<file path="src/rtl/matrix_commutator_pkg.sv">
// Shared types and helpers for the matrix-converter commutation controller.
// The gate decode is kept here so that every channel builds its switch pattern the same way.
package matrix_commutator_pkg;

  typedef enum logic [2:0] {
    ST_OFF,
    ST_ON,
    ST_C1,
    ST_C2,
    ST_C3,
    ST_C4
  } chan_state_e;

  localparam logic FWD = 1'b0;
  localparam logic REV = 1'b1;
  localparam int SW_PER_PHASE = 6;
  localparam int IN_PER_PHASE = 3;
  localparam logic [7:0] COL_MAX = 8'd255;
  localparam logic [7:0] COL_OFF = 8'd0;

  function automatic logic is_one_hot(input logic [IN_PER_PHASE-1:0] v);
    return (v == 3'b001) || (v == 3'b010) || (v == 3'b100);
  endfunction

  function automatic logic [1:0] one_hot_index(input logic [IN_PER_PHASE-1:0] v);
    return v[2] ? 2'd2 : (v[1] ? 2'd1 : 2'd0);
  endfunction

  // F is the switch that carries the present current direction; R blocks it.
  function automatic logic [SW_PER_PHASE-1:0] gate_pattern(input chan_state_e st,
                                                           input logic [1:0] cur,
                                                           input logic [1:0] tgt,
                                                           input logic d);
    logic [SW_PER_PHASE-1:0] one;
    logic [SW_PER_PHASE-1:0] g;
    logic [2:0] cur_f, cur_r, tgt_f, tgt_r;
    one   = SW_PER_PHASE'(1);
    cur_f = {cur, d ? FWD : REV};
    cur_r = {cur, d ? REV : FWD};
    tgt_f = {tgt, d ? FWD : REV};
    tgt_r = {tgt, d ? REV : FWD};
    g     = '0;
    case (st)
      ST_ON:   g = (one << cur_f) | (one << cur_r);
      ST_C1:   g = one << cur_f;
      ST_C2:   g = (one << cur_f) | (one << tgt_f);
      ST_C3:   g = one << tgt_f;
      ST_C4:   g = (one << tgt_f) | (one << tgt_r);
      default: g = '0;
    endcase
    return g;
  endfunction

endpackage

</file>
<file path="src/rtl/matrix_commutator_channel.sv">
// One output phase: four-step commutation state machine with dwell timing.
// Gate outputs are registered from the next-state values so they never glitch.
module commutation_channel
  import matrix_commutator_pkg::*;
#(
  parameter int DWELL = 200,
  parameter int DW_W  = 16
) (
  input  logic                    clk,
  input  logic                    rst_n,
  input  logic                    ce,
  input  logic                    kill,
  input  logic [IN_PER_PHASE-1:0] sel,
  input  logic                    dir,
  output logic [SW_PER_PHASE-1:0] s,
  output logic                    busy,
  output logic                    sel_err
);

  localparam logic [DW_W-1:0] LAST = DW_W'(DWELL - 1);

  chan_state_e     state, state_n;
  logic [DW_W-1:0] cnt, cnt_n;
  logic [1:0]      cur, cur_n, tgt, tgt_n;
  logic            d, d_n;
  logic            sel_ok;
  logic [1:0]      sel_idx;

  assign sel_ok  = is_one_hot(sel);
  assign sel_idx = one_hot_index(sel);

  always_comb begin
    state_n = state;
    cnt_n   = cnt;
    cur_n   = cur;
    tgt_n   = tgt;
    d_n     = d;
    if (kill) begin
      state_n = ST_OFF;
      cnt_n   = '0;
    end else begin
      case (state)
        ST_OFF: begin
          if (sel_ok) begin
            state_n = ST_ON;
            cur_n   = sel_idx;
          end
        end
        ST_ON: begin
          if (sel_ok && (sel_idx != cur)) begin
            state_n = ST_C1;
            tgt_n   = sel_idx;
            d_n     = dir;
            cnt_n   = '0;
          end
        end
        default: begin
          // Step states advance only after DWELL enabled ticks.
          if (ce) begin
            if (cnt == LAST) begin
              cnt_n = '0;
              case (state)
                ST_C1:   state_n = ST_C2;
                ST_C2:   state_n = ST_C3;
                ST_C3:   state_n = ST_C4;
                default: begin
                  state_n = ST_ON;
                  cur_n   = tgt;
                end
              endcase
            end else begin
              cnt_n = cnt + DW_W'(1);
            end
          end
        end
      endcase
    end
  end

  always_ff @(posedge clk or negedge rst_n) begin
    if (!rst_n) begin
      state   <= ST_OFF;
      cnt     <= '0;
      cur     <= '0;
      tgt     <= '0;
      d       <= 1'b0;
      s       <= '0;
      busy    <= 1'b0;
      sel_err <= 1'b0;
    end else begin
      state   <= state_n;
      cnt     <= cnt_n;
      cur     <= cur_n;
      tgt     <= tgt_n;
      d       <= d_n;
      s       <= gate_pattern(state_n, cur_n, tgt_n, d_n);
      busy    <= (state_n != ST_OFF) && (state_n != ST_ON);
      sel_err <= !sel_ok;
    end
  end

endmodule

</file>
<file path="src/rtl/matrix_commutator.sv">
// Matrix-converter commutation controller: per-phase channels, clamp fault latch,
// status colour and interrupt divider.
module matrix_commutator
  import matrix_commutator_pkg::*;
#(
  parameter int N_OUT    = 3,
  parameter int DWELL    = 200,
  parameter int INT_HALF = 1000,
  parameter int DW_W     = 16,
  parameter int IW_W     = 16
) (
  input  logic                              clk,
  input  logic                              rst_n,
  input  logic                              ce,
  input  logic [IN_PER_PHASE*N_OUT-1:0]     sel,
  input  logic [N_OUT-1:0]                  dir,
  input  logic                              clamp_signal,
  input  logic                              fault_clr,
  output logic [SW_PER_PHASE*N_OUT-1:0]     s,
  output logic [N_OUT-1:0]                  busy,
  output logic [N_OUT-1:0]                  sel_err,
  output logic                              fault,
  output logic [7:0]                        r,
  output logic [7:0]                        g,
  output logic [7:0]                        b,
  output logic                              interrupt
);

  localparam logic [IW_W-1:0] INT_LAST = IW_W'(INT_HALF - 1);

  logic            fault_n;
  logic [IW_W-1:0] icnt;

  // Channels are killed by the next fault value so gates drop on the same edge fault rises.
  assign fault_n = clamp_signal | (fault & ~fault_clr);

  always_ff @(posedge clk or negedge rst_n) begin
    if (!rst_n) fault <= 1'b0;
    else        fault <= fault_n;
  end

  for (genvar k = 0; k < N_OUT; k++) begin : g_chan
    commutation_channel #(
      .DWELL(DWELL),
      .DW_W (DW_W)
    ) u_chan (
      .clk    (clk),
      .rst_n  (rst_n),
      .ce     (ce),
      .kill   (fault_n),
      .sel    (sel[IN_PER_PHASE*k +: IN_PER_PHASE]),
      .dir    (dir[k]),
      .s      (s[SW_PER_PHASE*k +: SW_PER_PHASE]),
      .busy   (busy[k]),
      .sel_err(sel_err[k])
    );
  end

  always_ff @(posedge clk or negedge rst_n) begin
    if (!rst_n) begin
      icnt      <= '0;
      interrupt <= 1'b0;
    end else if (ce) begin
      if (icnt == INT_LAST) begin
        icnt      <= '0;
        interrupt <= ~interrupt;
      end else begin
        icnt <= icnt + IW_W'(1);
      end
    end
  end

  always_comb begin
    r = COL_OFF;
    g = COL_MAX;
    b = COL_OFF;
    if (fault) begin
      r = COL_MAX;
      g = COL_OFF;
    end else if (|busy) begin
      b = COL_MAX;
    end
  end

endmodule

</file>
<file path="config.mk">
export PLATFORM = sky130hd
export DESIGN_NAME = matrix_commutator
export DESIGN_NICKNAME = d
export VERILOG_FILES = /design/src/rtl/matrix_commutator_pkg.sv /design/src/rtl/matrix_commutator_channel.sv /design/src/rtl/matrix_commutator.sv
export SDC_FILE = /design/constraint.sdc
export NUM_CORES = 1
export LEC_CHECK = 0
export CORE_UTILIZATION = 58
export DETAILED_ROUTE_END_ITERATION = 6
export GPL_ROUTABILITY_DRIVEN = 0
export PLACE_DENSITY = 0.77
export SLEW_MARGIN = 20
export SYNTH_ARGS = -nofsm -noshare
export SYNTH_HDL_FRONTEND = slang
export SYNTH_HIERARCHICAL = 1
export SYNTH_SLANG_ARGS = --single-unit
export TNS_END_PERCENT = 20
</file>
<file path="constraint.sdc">
create_clock -name clk -period 3.69 [get_ports clk]
set_input_delay 0.738 -clock clk [delete_from_list [all_inputs] [get_ports clk]]
set_output_delay 0.738 -clock clk [all_outputs]
set_load 0.02 [all_outputs]
</file>
# After elaboration in Yosys (flattened, before gate mapping)
# Cells that the tools add are included.
# classes
n_bitwise	13
shift	12
n_addsub	4
n_mux	92
eq_ne	52
n_reduce_logical	32
# ops
cell	count
$mux W16	13
$pmux W16 S2	3
$pmux W6 S5	3
$shl A1 B3 Y6 const A	12
$add A16 B1 Y16 const B	4
$mux W2	27
$or A6 B6 Y6	9
$eq A16 B8 Y1 const B	3
$eq A3 B2 Y1 const B	15
$mux W3	15
$eq A3 B3 Y1 const B	12
$mux W8	4
$eq A3 B1 Y1 const B	9
$pmux W3 S3	3
$mux W1	18
$pmux W3 S2	3
$reduce_bool A3 Y1	6
$eq A16 B10 Y1 const B	1
$pmux W2 S2	3
$reduce_or A3 Y1	4
$logic_not A3 Y1	3
$ne A3 B1 Y1 const B	3
$ne A3 B2 Y1 const B	3
$reduce_and A3 Y1	3
9 further kinds	26
# word_totals
register_bits	114
in_bits	17
elab_cells	232

# Logic depth before layout (Yosys ltp)
# depth
ltp_word	11
mapped_depth	10

# Cells and area by module
# Netlist, hierarchy kept.
# by_module_without_submodules
module	area_each_um2	n_inst	cells_each
commutation_channel (g_chan[0].u_chan ...)	1989.4	2	231
commutation_channel (g_chan[2].u_chan)	2160.8	1	241
matrix_commutator	1031.0	1	104

# Worst setup path before layout
# No wires, ideal clock.
# synth_timing
kind	reg2reg
start	reg fault
end	reg g_chan[2].u_chan.s[2]
slack_ns	0.866
t_arrival_ns	2.698
path_stages_with_launch	11
period_less_slack_ns	2.824
n_path_buf	0
cell_sequence	dfrtp_1 -> inv_1 -> o21bai_1 -> nor3_1 -> nand2_1 -> a21oi_2 -> mux2i_1 -> inv_2 -> nand2_1 -> a211oi_1 -> a221o_1
# synth_between
elab_chain_len	7
elab_cells_between_ends	21
cone_classes	eq/ne (5); shift (4); mux (7); bitwise (5)
# synth_lines
element	line	source
start, declared	matrix_commutator.sv:22	output logic fault,
start signal, assigned	matrix_commutator.sv:39	else fault <= fault_n;
$and A1 B1 Y1 *	matrix_commutator.sv:35	assign fault_n = clamp_signal | (fault & ~fault_clr);
$or A1 B1 Y1 *	matrix_commutator.sv:35	
net fault_n	matrix_commutator.sv:31	logic fault_n;
$mux W1 *	matrix_commutator_channel.sv:38	if (kill) begin
net g_chan[2].u_chan.d_n	matrix_commutator_channel.sv:25	logic d, d_n;
$mux W1 (on tied branches)	-	
$shl A1 B3 Y6 (on tied branches)	-	
$or A6 B6 Y6 (on tied branches)	matrix_commutator_pkg.sv:48, matrix_commutator_pkg.sv:44, matrix_commutator_pkg.sv:46	
$pmux W6 S5 *	matrix_commutator_pkg.sv:43	case (st)
end signal, assigned	matrix_commutator_channel.sv:96	s <= gate_pattern(state_n, cur_n, tgt_n, d_n);
end, declared	matrix_commutator_channel.sv:15	output logic [SW_PER_PHASE-1:0] s,
# The timed path passes the listed nets; every way through them passes the cells marked *.
# A chain may end at the register's enable or synchronous reset.

# Worst setup path after layout
# layout_timing
start	in ce
end	reg g_chan[0].u_chan.s[2]
# layout_between
elab_chain_len	6
elab_cells_between_ends	16
cone_classes	eq/ne (5); shift (2); mux (7); bitwise (2)
# layout_lines
element	line	source
start, declared	matrix_commutator.sv:14	input logic ce,
$mux W2 *	matrix_commutator_channel.sv:59	if (ce) begin
$pmux W2 S2 *	matrix_commutator_channel.sv:42	case (state)
$mux W2 *	matrix_commutator_channel.sv:38	
net g_chan[0].u_chan.cur_n[1]	matrix_commutator_channel.sv:24	logic [1:0] cur, cur_n, tgt, tgt_n;
$shl A1 B3 Y6 (on tied branches)	matrix_commutator_pkg.sv:44, matrix_commutator_pkg.sv:45, matrix_commutator_pkg.sv:46	
$or A6 B6 Y6 (on tied branches)	matrix_commutator_pkg.sv:46, matrix_commutator_pkg.sv:44	
$pmux W6 S5 *	matrix_commutator_pkg.sv:43	
end signal, assigned	matrix_commutator_channel.sv:96	
end, declared	matrix_commutator_channel.sv:15	
# Marks and branches as above.

==> metrics.txt <==
post-cts resize count=0; Cells after DPL=approximately 980; fin cells=approximately 1000; CTS tree=built; Antenna Nets Post-Route=0; Primary FF master, synth=dfrtp_1; startpoint type of the worst setup path=input pin; most common cell after layout, fill and taps aside=dfrtp_1; global router's overall resource usage=0.2844; Port Buffers=66; DRT iter0 DRCs=between 700 and 800; Max Slew Vio Count=0; WP data arrival=approximately 3.5 ns; asr flop ratio synth=1.000; Critical Path RT=around 4.0 ns; maximum VDD drop=0.3871 mV; Final Hold Fails=0; vias per std cell=about 6.4; unrepaired setup endpoints after global routing=no; commonest non-fill, non-tap cells in the layout=114 x dfrtp_1, 82 x o21ai_0, 75 x nand2_1; H-tree depth=4; post-route setup TNS=0 ns; Final period util=0.8741; Avg Cell Area, Syn=a little under 9 µm²; row count=40; post-synth net total=828; layout cells sized above 1=0.1220; Final Critical Period=approximately 3.2 ns; drt first pass iters=6; CTS root buf=clkbuf_16; max-cap viol count=0; first-pass GRT wire length=29240 µm; number of buffers created by CTS=17; Core ar.=~12000 µm²; Residual DRC=0; GR Overflow Total=0; WL per Instance=about 17 µm; P per Cell Area=462.6 nW/µm²; postcts setup bufs=0; status=complete, no violations; # IOs=67; diode count=0; Hold/Removal Path Class=in2async; vias in the first global route=around 6300; antenna violations before repair=0; Final setup viols=0; total via count in the routed design=approximately 6400; largest net degree at the start of global routing=between 60 and 70; clock skew=approximately 0.0044 ns; Reg clk slew, reported paths=around 0.05 ns; die span in y=around 110 µm; Clock Tree Buf Depth=2; kind of critical path=in2reg; nets@finish=870; post-synthesis sequential area ratio=0.3978; Mapped Cells=807; die area=~13000 µm²; Starting Density=0.5970; dpl hpwl=11930 µm; Die W=113.2 µm; fin util=0.6969; Worst-Margin Slew=approximately 0.75 ns; Hold-fix buffers, CTS=0; crit-path max FO=9; Synth Cell Area=between 7000 and 8000 µm²; Sink Count=roughly 110; unique cell type count in the Yosys netlist=89; Yosys warning count=6; area grow syn2layout=16.73%; Critical Path Sink Type=flop; count of flip-flops with a built-in enable after synthesis=0; Relative slew margins=0.4935; Clk Latency, worst-skew pair=around 0.41 ns; Total Routed Length=~17000 µm; leakage=~0.0036 µW; maximum clock frequency=a little over 0.3 GHz; flops & latches, synth=~110
==> cell type report <==
| type | instances | area (µm²) |
|---|---|---|
| clock buffer | 20 | 456.7 |
| clock inverter | 11 | 136.4 |
| fill | 937 | 3641 |
| inverter | 34 | 131.4 |
| multi-input combinational | 605 | 3856 |
| sequential | 114 | 2853 |
| tap | 147 | 183.9 |
| timing repair buffer | 77 | 753.2 |
==> final timing paths <==
check	start	endpoint	slack, ns	depth (start not counted)
max in group asynchronous	rst_n	g_chan[0].u_chan/state[0]	2.55	2
worst max register to register	g_chan[0].u_chan/cnt[4]	g_chan[0].u_chan/s[2]	0.72	7
worst min register to register	interrupt	interrupt	0.48	1
worst max-delay path	ce	g_chan[0].u_chan/s[2]	0.46	8
min in group clk	interrupt	interrupt	0.48	1
worst min-delay path	rst_n	icnt[8]	0.38	1
==> metrics by stage <==
step           setup slack (ns)  power, µW  hold WS (ns)  instance area (µm²)
2_1_floorplan            0.8657       1984        0.4424                 7171
3_3_place_gp             0.2244       2193        0.4581                 7777
3_5_place_dp             0.1254       2228        0.4811                 7777
4_1_cts                  0.4997       3890        0.3995                 8371
5_1_grt                  0.2824       4045        0.4323                 8371
6_report                 0.4644       3873        0.3813                 8371
==> power breakdown <==
| part | internal, µW | switching, µW | total [µW] |
|---|---|---|---|
| Combinational | 298 | 464 | 762 |
| Sequential | 1350 | 116 | 1470 |
| Clock | 1080 | 560 | 1640 |
| Total | 2730 | 1140 | 3870 |
==> per-layer routing <==
layer / vias to the layer above / track usage / wire length, µm
met2: 265 / 0.4806 / 8681
met3: 43 / 0.06802 / 986
li1: 3029 / - / -
met4: 0 / 0.09561 / 294
met1: 3098 / 0.3585 / 7330
met5: - / 0 / 0
==> worst max-delay path, cell delays in order <==
cell,delay [ns]
clkdlybuf4s50_1,0.58
or4b_1,0.51
nor4_4,0.44
and2_2,0.26
o21ai_0,0.14
a21oi_2,0.31
o22ai_1,0.16
a221o_1,0.38
==> Yosys cell counts (all sizes together) (8+ instances only) <==
library cell,n,area [µm²]
xnor2,15,131.4
nor2,74,280.3
o31ai,11,82.58
nand2,77,299.0
nor2b,12,75.07
a211o,12,107.6
a31oi,8,65.06
nand4,16,100.1
mux2i,9,93.84
a21oi,30,161.4
o21ai,86,430.4
a211oi,9,67.56
nand2b,19,118.9
nand3,31,160.1
clkbuf,27,141.4
buf,27,192.7
xor2,10,87.58
nor4,13,175.2
o211ai,8,60.06
or2,11,71.32
o22ai,10,68.81
nor3,25,145.1
inv,33,126.4
dfrtp,114,2853
and3,20,126.4
==> sequential cells by signal (all words and copies together) (netlist names), 3 cells and up <==
name                   count
icnt                      16
g_chan.u_chan/state        9
g_chan.u_chan/busy         3
g_chan.u_chan/s           18
g_chan.u_chan/tgt          6
g_chan.u_chan/sel_err      3
g_chan.u_chan/cnt         48
g_chan.u_chan/cur          6
g_chan.u_chan/d            3
==> logic make-up after synthesis <==
group / share of synthesized area
flops: 0.3978
buf+inv: 0.06491
simple gates: 0.2656
mux: 0.01623
fa+ha+maj: 0.006980
compound gates: 0.2179
xor+xnor: 0.03054
Power figures use the tool's default switching activity.
